`src/rtl/seg7_scan_driver.sv`:
```
// ---------------------------------------------------------------------------
// seg7_scan_driver
//   Time-multiplexed driver for a common-anode 7-segment display with
//   NUM_DIGITS digits. Features:
//     * digit scan at SCAN_FREQUENCY (one digit slot per tick)
//     * tear-free double-buffered loads (staging -> shadow at frame boundary)
//     * 16-level PWM brightness within each digit slot
//     * optional leading-zero suppression
//     * optional per-digit blinking, compiled in only when the macro
//       SEG7_BLINK_EN is defined (the blink port always exists)
//   All pin outputs are active-low and registered.
// ---------------------------------------------------------------------------
module seg7_scan_driver #(
  parameter int NUM_DIGITS      = 4,
  parameter int CLOCK_FREQUENCY = 100000000,
  parameter int SCAN_FREQUENCY  = 1000,
  parameter int BLINK_FRAMES    = 125
) (
  input  logic                    clk,
  input  logic                    rst,
  input  logic [4*NUM_DIGITS-1:0] input_hex,
  input  logic [NUM_DIGITS-1:0]   dp_in,
  input  logic                    load,
  input  logic [3:0]              brightness,
  input  logic                    lzs,
  input  logic [NUM_DIGITS-1:0]   blink,
  output logic [NUM_DIGITS-1:0]   an,
  output logic [6:0]              seg,
  output logic                    dp
);

  // -------------------------------------------------------------------------
  // Derived constants
  // -------------------------------------------------------------------------
  localparam int TICK_DIV = CLOCK_FREQUENCY / SCAN_FREQUENCY;
  localparam int TICK_W   = (TICK_DIV > 1) ? $clog2(TICK_DIV) : 1;
  localparam int IDX_W    = (NUM_DIGITS > 1) ? $clog2(NUM_DIGITS) : 1;

  localparam logic [TICK_W-1:0] TICK_LAST = TICK_W'(TICK_DIV - 1);
  localparam logic [TICK_W-1:0] TICK_ONE  = TICK_W'(32'd1);
  localparam logic [IDX_W-1:0]  IDX_LAST  = IDX_W'(NUM_DIGITS - 1);
  localparam logic [IDX_W-1:0]  IDX_ONE   = IDX_W'(32'd1);

  // -------------------------------------------------------------------------
  // Hex digit to active-low segment pattern, bit order {g,f,e,d,c,b,a}
  // -------------------------------------------------------------------------
  function automatic logic [6:0] hex_to_seg(input logic [3:0] value);
    logic [6:0] pattern;
    case (value)
      4'h0:    pattern = 7'h40;
      4'h1:    pattern = 7'h79;
      4'h2:    pattern = 7'h24;
      4'h3:    pattern = 7'h30;
      4'h4:    pattern = 7'h19;
      4'h5:    pattern = 7'h12;
      4'h6:    pattern = 7'h02;
      4'h7:    pattern = 7'h78;
      4'h8:    pattern = 7'h00;
      4'h9:    pattern = 7'h10;
      4'hA:    pattern = 7'h08;
      4'hB:    pattern = 7'h03;
      4'hC:    pattern = 7'h46;
      4'hD:    pattern = 7'h21;
      4'hE:    pattern = 7'h06;
      4'hF:    pattern = 7'h0E;
      default: pattern = 7'h7F;
    endcase
    return pattern;
  endfunction

  // -------------------------------------------------------------------------
  // Internal state
  // -------------------------------------------------------------------------
  logic [TICK_W-1:0]       tick_cnt_r;
  logic                    tick_s;
  logic [IDX_W-1:0]        index_r;
  logic                    frame_s;
  logic [3:0]              pwm_r;

  logic [4*NUM_DIGITS-1:0] staging_hex_r;
  logic [NUM_DIGITS-1:0]   staging_dp_r;
  logic                    pending_r;
  logic [4*NUM_DIGITS-1:0] shadow_hex_r;
  logic [NUM_DIGITS-1:0]   shadow_dp_r;

  logic [NUM_DIGITS-1:0]   blank_lz_s;
  logic [NUM_DIGITS-1:0]   blink_mask_s;
  logic [3:0]              cur_digit_s;
  logic                    cur_dp_s;
  logic                    cur_blank_s;
  logic                    lit_s;
  logic                    show_s;

  logic [NUM_DIGITS-1:0]   an_s;
  logic [6:0]              seg_s;
  logic                    dp_s;

  // -------------------------------------------------------------------------
  // Scan timing
  // -------------------------------------------------------------------------
  assign tick_s  = (tick_cnt_r == TICK_LAST);
  assign frame_s = tick_s && (index_r == IDX_LAST);

  // Tick prescaler: free-running 0..TICK_DIV-1 counter
  always_ff @(posedge clk) begin
    if (rst) begin
      tick_cnt_r <= {TICK_W{1'b0}};
    end else if (tick_s) begin
      tick_cnt_r <= {TICK_W{1'b0}};
    end else begin
      tick_cnt_r <= tick_cnt_r + TICK_ONE;
    end
  end

  // Digit index: advances one slot per tick, wrapping after the last digit
  always_ff @(posedge clk) begin
    if (rst) begin
      index_r <= {IDX_W{1'b0}};
    end else if (tick_s) begin
      if (index_r == IDX_LAST) begin
        index_r <= {IDX_W{1'b0}};
      end else begin
        index_r <= index_r + IDX_ONE;
      end
    end else begin
      index_r <= index_r;
    end
  end

  // PWM phase within a digit slot; realigned to 0 at the start of every slot
  always_ff @(posedge clk) begin
    if (rst) begin
      pwm_r <= 4'h0;
    end else if (tick_s) begin
      pwm_r <= 4'h0;
    end else begin
      pwm_r <= pwm_r + 4'h1;
    end
  end

  // -------------------------------------------------------------------------
  // Double-buffered display data. A load outside a frame boundary is parked
  // in staging (later loads overwrite it) and only promoted to the shadow at
  // the next boundary, so a frame never mixes old and new digits. A load
  // that coincides with the boundary goes straight to the shadow and
  // supersedes anything still pending.
  // -------------------------------------------------------------------------

  // Staging, pending flag and shadow update
  always_ff @(posedge clk) begin
    if (rst) begin
      staging_hex_r <= {(4*NUM_DIGITS){1'b0}};
      staging_dp_r  <= {NUM_DIGITS{1'b0}};
      pending_r     <= 1'b0;
      shadow_hex_r  <= {(4*NUM_DIGITS){1'b0}};
      shadow_dp_r   <= {NUM_DIGITS{1'b0}};
    end else if (load && frame_s) begin
      shadow_hex_r  <= input_hex;
      shadow_dp_r   <= dp_in;
      pending_r     <= 1'b0;
    end else if (load) begin
      staging_hex_r <= input_hex;
      staging_dp_r  <= dp_in;
      pending_r     <= 1'b1;
    end else if (frame_s && pending_r) begin
      shadow_hex_r  <= staging_hex_r;
      shadow_dp_r   <= staging_dp_r;
      pending_r     <= 1'b0;
    end else begin
      pending_r     <= pending_r;
    end
  end

  // -------------------------------------------------------------------------
  // Blink phase (optional)
  // -------------------------------------------------------------------------
`ifdef SEG7_BLINK_EN
  localparam int FC_W = (BLINK_FRAMES > 1) ? $clog2(BLINK_FRAMES) : 1;
  localparam logic [FC_W-1:0] FC_LAST = FC_W'(BLINK_FRAMES - 1);
  localparam logic [FC_W-1:0] FC_ONE  = FC_W'(32'd1);

  logic [FC_W-1:0] frame_cnt_r;
  logic            blink_phase_r;

  // Frame counter: toggles the blink phase every BLINK_FRAMES frames
  always_ff @(posedge clk) begin
    if (rst) begin
      frame_cnt_r   <= {FC_W{1'b0}};
      blink_phase_r <= 1'b0;
    end else if (frame_s) begin
      if (frame_cnt_r == FC_LAST) begin
        frame_cnt_r   <= {FC_W{1'b0}};
        blink_phase_r <= ~blink_phase_r;
      end else begin
        frame_cnt_r   <= frame_cnt_r + FC_ONE;
      end
    end else begin
      frame_cnt_r <= frame_cnt_r;
    end
  end

  // Digits flagged for blinking are blanked during the hidden phase
  always_comb begin
    if (blink_phase_r) begin
      blink_mask_s = blink;
    end else begin
      blink_mask_s = {NUM_DIGITS{1'b0}};
    end
  end
`else
  logic unused_blink_s;
  assign unused_blink_s = ^blink;

  // Blinking not built in: no digit is ever blink-blanked
  always_comb begin
    blink_mask_s = {NUM_DIGITS{1'b0}};
  end
`endif

  // -------------------------------------------------------------------------
  // Pixel decision for the current slot
  // -------------------------------------------------------------------------

  // Leading-zero blanking: walk from the most significant digit down and
  // blank zeros until the first non-zero digit; digit 0 always shows
  always_comb begin
    logic seen_nonzero;
    seen_nonzero = 1'b0;
    blank_lz_s   = {NUM_DIGITS{1'b0}};
    for (int i = NUM_DIGITS - 1; i >= 0; i--) begin
      if (shadow_hex_r[4*i +: 4] != 4'h0) begin
        seen_nonzero = 1'b1;
      end else begin
        seen_nonzero = seen_nonzero;
      end
      blank_lz_s[i] = lzs && !seen_nonzero && (i != 0);
    end
  end

  // Select the shadow digit, decimal point and blank flag for this slot
  always_comb begin
    cur_digit_s = shadow_hex_r[{index_r, 2'b00} +: 4];
    cur_dp_s    = shadow_dp_r[index_r];
    cur_blank_s = blank_lz_s[index_r] | blink_mask_s[index_r];
    lit_s       = (brightness == 4'hF) || (pwm_r < brightness);
    show_s      = lit_s && !cur_blank_s;
  end

  // Next pin values: one active-low anode plus its segments, or all dark
  always_comb begin
    an_s  = {NUM_DIGITS{1'b1}};
    seg_s = 7'h7F;
    dp_s  = 1'b1;
    if (show_s) begin
      for (int i = 0; i < NUM_DIGITS; i++) begin
        an_s[i] = (index_r == IDX_W'(i)) ? 1'b0 : 1'b1;
      end
      seg_s = hex_to_seg(cur_digit_s);
      dp_s  = ~cur_dp_s;
    end else begin
      an_s  = {NUM_DIGITS{1'b1}};
      seg_s = 7'h7F;
      dp_s  = 1'b1;
    end
  end

  // Output pin register: glitch-free pins, all dark during reset
  always_ff @(posedge clk) begin
    if (rst) begin
      an  <= {NUM_DIGITS{1'b1}};
      seg <= 7'h7F;
      dp  <= 1'b1;
    end else begin
      an  <= an_s;
      seg <= seg_s;
      dp  <= dp_s;
    end
  end

endmodule

```
`config.mk`:
```
export PLATFORM = sky130hd
export DESIGN_NAME = seg7_scan_driver
export DESIGN_NICKNAME = d
export VERILOG_FILES = /design/src/rtl/seg7_scan_driver.sv
export SDC_FILE = /design/constraint.sdc
export NUM_CORES = 1
export LEC_CHECK = 0
export BUFFER_PORTS_ARGS = -buffer_cell sky130_fd_sc_hd__buf_2
export CAP_MARGIN = 20
export CORE_ASPECT_RATIO = 0.6
export CORE_MARGIN = 4
export CORE_UTILIZATION = 60
export CTS_CLUSTER_SIZE = 30
export DETAILED_ROUTE_END_ITERATION = 12
export GPL_ROUTABILITY_DRIVEN = 0
export GPL_TIMING_DRIVEN = 1
export PLACE_DENSITY = 0.82
export SYNTH_ARGS = -nofsm -noshare
export SYNTH_HDL_FRONTEND = slang
export SYNTH_SLANG_ARGS = --single-unit
```
`constraint.sdc`:
```
create_clock -name clk -period 3.15 [get_ports clk]
set_input_delay 0.315 -clock clk [delete_from_list [all_inputs] [get_ports clk]]
set_output_delay 0.315 -clock clk [all_outputs]
set_load 0.01 [all_outputs]
```
Yosys cells after proc, flatten, opt, wreduce, memory -nomap -nowiden
Memories as Yosys holds them, arrays and structs flattened. A register that Yosys moved wholly into a read port is not among the register bits.
Cells that the tools add are included.
{"block": "word_totals", "input_bits": 32, "latchBits": 0, "register_bits": 69, "mem_count": 1, "elab_cells": 72, "mem_bits_rw": 0, "romBits": 112}
{"block": "classes", "reduce_logical": 23, "n_mux": 22, "div_mod_pow": 0, "mul": 0, "bitwise_logic": 4, "magnitude_cmp": 2, "n_addsub": 3, "shift": 1, "n_eq_ne": 6}
{"memory": "(name not given)", "depth": 16, "width": 7, "read_ports": 1, "rd_ports_with_merged_regs": 1, "wr": 0, "line": "49", "rtl": "case (value)"}
{"op": "two-way mux 16 bit", "count": 3}
{"op": "adder 17 x 1 -> 17 bit, second input constant", "count": 1}
{"op": "equality test 17 bit, second input constant", "count": 1}
{"op": "indexed part select 16 x 5 -> 4 bit", "count": 1}
{"op": "two-way mux 1 bit", "count": 12}
{"op": "two-way mux 4 bit", "count": 3}
{"op": "nonzero test 4 bit", "count": 3}
{"op": "logical AND 1 bit", "count": 7}
{"op": "binary-select mux 1 bit (select 2 bit)", "count": 3}
{"op": "OR reduction 2 bit", "count": 3}
{"op": "adder 4 x 1 -> 4 bit, second input constant", "count": 1}
{"op": "equality test 2 bit, second input constant", "count": 2}
{"op": "equality test 4 bit, second input constant", "count": 1}
{"op": "zero test 1 bit", "count": 4}
{"op": "< comparator 4 bit", "count": 1}
{"op": "AND reduction 2 bit", "count": 2}
{"op": "nonzero test 2 bit", "count": 2}
{"op": "< comparator 2 x 3 -> 1 bit, second input constant", "count": 1}
{"op": "NOT 1 bit", "count": 3}
{"op": "adder 2 x 1 -> 2 bit, second input constant", "count": 1}
{"op": "equality test 2 x 1 -> 1 bit, second input constant", "count": 1}
{"op": "zero test 2 bit", "count": 1}
{"op": "two-way mux 2 bit", "count": 1}
{"op": "!= test 2 x 1 -> 1 bit, second input constant", "count": 1}
{"op": "2 further kinds", "count": 2}

Depth between registers and ports, before layout
{"block": "logic_depth", "word_depth": 13, "mapped_depth": 8, "mapped_depth_nobuf": 7}

Least setup slack after synthesis
Ideal clock, no wire load.
{"block": "synth_timing", "path_kind": "register to register", "start": "register index_r[0]", "end": "register seg[3]", "period_less_slack_ns": 2.111, "arrival_time_ns": 1.984, "setup_slack_ns": 1.039, "n_path_buf": 1, "stages_incl_launch_ff": 8, "required_ns": 3.023, "cell_sequence": "dfxtp_1 > buf_2 > mux4_2 > inv_1 > ha_1 > inv_1 > mux4_2 > nand2b_1"}
{"block": "synth_between", "elab_chain_len": 7}
{"item": "start: declaration", "line": "76", "rtl": "logic [IDX_W-1:0] index_r;"}
{"item": "start signal: assignment", "line": "118", "rtl": "index_r <= {IDX_W{1'b0}};"}
{"item": "start signal: assignment", "line": "121", "rtl": "index_r <= {IDX_W{1'b0}};"}
{"item": "start signal: assignment", "line": "123", "rtl": "index_r <= index_r + IDX_ONE;"}
{"item": "binary-select mux 1 bit (select 2 bit)", "line": "244", "rtl": "cur_blank_s = blank_lz_s[index_r] | blink_mask_s[index_r];"}
{"item": "two-way mux 1 bit (implied by the code)", "line": "244"}
{"item": "bitwise OR 1 bit", "line": "244"}
{"item": "zero test 1 bit", "line": "246", "rtl": "show_s = lit_s && !cur_blank_s;"}
{"item": "logical AND 1 bit", "line": "246"}
{"item": "NOT 1 bit (no line)"}
{"item": "OR reduction 2 bit (no line)"}
{"item": "end: declaration", "line": "28", "rtl": "output logic [6:0] seg,"}
Parallel ways exist; a longest one is shown, timed or not. The select of a mux whose other input is x is not followed.
A chain may end at the register's enable or synchronous reset.

Worst setup path in the final report
Ends and elaborated chain as after synthesis.

==> results.sh <==
export IMPL_holdPathStages=3
export IMPL_fill_cells=457
export IMPL_crit_path_cell_trace="mux4_2 > inv_1 > ha_1 > inv_1 > mux4_2 > nand2b_1"
export IMPL_synth_warning_count=0
export IMPL_cts_root_buf="clkbuf_8"
export IMPL_final_hold_violation_count=0
export IMPL_end_kind="flop"
export IMPL_die_h_um=68.50
export IMPL_wl_per_cell_um=15.41
export IMPL_drive_above_1_share_pct=22.57
export IMPL_critPathSlowestCell="dfxtp_1"
export IMPL_synth_cell_types=42
export IMPL_synth_ff_type="dfxtp_1"
export IMPL_worst_pin_slew_ps=767.4
export IMPL_yosysTopAreaCell="dfxtp_1"
export IMPL_ys_ff_latch=76
export IMPL_dieWidth_um=108.8
export IMPL_fin_crit_ps=2353
export IMPL_vdd_drop_max_uv=296.8
export IMPL_r2r_end="seg[3]$_SDFF_PP1_"
export IMPL_grt_pass1_wl_um=12790
export IMPL_ff2ff_path_depth=6
export IMPL_cts_buffers=9
export IMPL_power_total_mw=1.803
export IMPL_final_antenna_net_count=0
export IMPL_yosysTopAreaCellShare_pct=41.57
export IMPL_post_cts_buffers=0
export IMPL_dp_hpwl_um=5126
export IMPL_wirelength_um=7584
export IMPL_io_pins=44
export IMPL_grt_ovfl_total=0
export IMPL_core_um2=5728
export IMPL_ys_top_cells_by_count="dfxtp_1, nand2_1, nand3_1"
export IMPL_antenna_found_initial=0
export IMPL_hold_path_class="input port to flop"
export IMPL_crit_fanout=11
export IMPL_synthCells=379
export IMPL_final_cell_area_um2=4041
export IMPL_vias=2879
export IMPL_critPathRequiredTime_ps=3390
export IMPL_syn_num_nets=426
export IMPL_cpPeakStageDelay_ps=670
export IMPL_reg2reg_slack_ps=800
export IMPL_grt_pass1_vias=2639
export IMPL_cts_tree="yes"
export IMPL_n_antenna_cell=0
export IMPL_start_util_pct=63.89
export IMPL_h_tree_depth=3
export IMPL_slew_headroom_pct=48.84
export IMPL_path_class="flop to flop"
export IMPL_drtIter0Drc=192
export IMPL_port_buffers=39
export IMPL_ys_seq_area_share_pct=41.57
export IMPL_rsz0062_at_grt="false"
export IMPL_drc=0
export IMPL_area_growth_pct=10.43
export IMPL_p_leak_nw=1.470
export IMPL_drv_slew=0
export IMPL_cts_resized=0
export IMPL_async_reset_ff_share_pct=0
export IMPL_fin_skew_ps=10.65
export IMPL_cts_buffer_depth=2
export IMPL_start_kind="flop"
export IMPL_placementRows=21
export IMPL_ys_top_cells_by_area="dfxtp_1, o32ai_2, ha_1"
export IMPL_status="finished clean"
export IMPL_grt_max_degree=65
export IMPL_setup_tns_ps=0
export IMPL_critPathArrivalTime_ps=2590
export IMPL_cap_violations=0
export IMPL_powerDensity_nw_per_um2=446.2
export IMPL_dr_pass1_iters=5
export IMPL_clkLatencyLatePin_ps=350
export IMPL_worstHoldStart="input_hex[5]"
export IMPL_nets=454
export IMPL_r2r_start="index_r[0]$_SDFFE_PP0N_"
export IMPL_avgSynthCellArea_um2=9.656
export IMPL_crit_start="index_r[0]$_SDFFE_PP0N_"
export IMPL_clock_sinks=76
export IMPL_grt_use_total_pct=22.40
export IMPL_clk_pin_slew_ps=80
export IMPL_post_route_period_util_pct=74.68
export IMPL_finalSetupViolations=0
export IMPL_ctsHoldBuffers=0
export IMPL_max_freq_ghz=0.4251
export IMPL_min_to="staging_hex_r[5]$_SDFFE_PP0P_"
export IMPL_die_area_um2=7454
export IMPL_place_area_um2=3864
export IMPL_netlist_area_um2=3660
export IMPL_routed_via_density=5.852
export IMPL_synth_edf_count=0
export IMPL_synthMostInstantiatedCell="dfxtp_1"
-- cells by family (layout without fill, tap and decap cells) --
logic type | Yosys count | in the layout | synth area share, %
xor+xnor | 17 | 17 | 4.069
compound gates | 76 | 76 | 18.77
buf+inv | 40 | 73 | 5.060
simple gates | 145 | 145 | 20.58
flops | 76 | 76 | 41.57
mux | 10 | 10 | 4.821
fa+ha+maj | 15 | 15 | 5.128
-- registers in the layout, indices dropped and copies added (netlist names) --
name and count:
an 4, staging_dp_r 4, pending_r 1, pwm_r 4
shadow_dp_r 4, tick_cnt_r 17, shadow_hex_r 16, index_r 2
dp 1, seg 7, staging_hex_r 16
-- metal layers --
layer	GRT usage (%)	vias to the layer above	wire, µm
li1	-	1414	-
met1	31.41	1346	3661
met2	32.77	112	3180
met3	7.163	7	680
met4	7.559	0	63
met5	0	-	0
-- metrics by stage --
step / worst slack, ps / hold slack [ps] / std cells / utilization [%]
final: 797.4 / 232.2 / 492 / 70.55
after global routing: 652.6 / 224.0 / 492 / 70.55
after CTS: 781.6 / 213.6 / 492 / 70.55
after detailed placement: 806.6 / 441.3 / 476 / 67.45
after global placement: 858.6 / 428.4 / 476 / 67.45
after floorplan: 1039 / 417.9 / 379 / -
-- worst max path at each step --
| stage | to | cells after the start |
|---|---|---|
| finish | seg[3]$_SDFF_PP1_ | 6 |
| global route | seg[3]$_SDFF_PP1_ | 6 |
| CTS | seg[3]$_SDFF_PP1_ | 6 |
| detailed placement | seg[3]$_SDFF_PP1_ | 6 |
| global placement | seg[3]$_SDFF_PP1_ | 6 |
| floorplan | seg[3]$_SDFF_PP1_ | 7 |
-- cell type report --
type	instances	area [µm²]	area share, %
multi-input cells	263	1953	48.33
well taps	80	100.1	2.477
clock inverters	6	40.04	0.9907
clock buffers	10	137.6	3.406
inverters	11	41.29	1.022
repair buffers	46	247.7	6.130
flip-flops and latches	76	1521	37.65
-- layout by cell type, fill, tap and decap left out, drive strengths merged, types with 2 or more instances in the layout --
| cell type | Yosys | final |
|---|---|---|
| dfxtp | 76 | 76 |
| buf | 10 | 46 |
| nand2 | 35 | 35 |
| nand3 | 34 | 34 |
| nor2 | 29 | 29 |
| a21oi | 24 | 24 |
| nand2b | 23 | 23 |
| a22oi | 20 | 20 |
| o32ai | 20 | 20 |
| ha | 15 | 15 |
| inv | 11 | 11 |
| clkbuf | 19 | 10 |
| xor2 | 9 | 9 |
| xnor2 | 8 | 8 |
| mux4 | 6 | 6 |
| and3 | 5 | 5 |
| clkinvlp | 0 | 4 |
| nor3 | 4 | 4 |
| nand4 | 3 | 3 |
| nor4 | 3 | 3 |
| mux2i | 3 | 3 |
| o21ai | 3 | 3 |
| nor4bb | 2 | 2 |
| nor4b | 2 | 2 |
| o211ai | 2 | 2 |
| clkinv | 0 | 2 |
-- worst max-delay path: cells and delay by family (launching register included) --
family                     cells  cell delay, ps
buffers and inverters          2             200
DFF                            1             670
adders and majority gates      1             140
and+or+nand+nor                1             140
muxes                          2            1080
-- power by group --
| part | switching [mW] | internal [mW] |
|---|---|---|
| clock network | 0.352 | 0.304 |
| logic | 0.0864 | 0.0571 |
| registers | 0.0144 | 0.990 |
No activity file was read; power rests on OpenSTA's default activity.
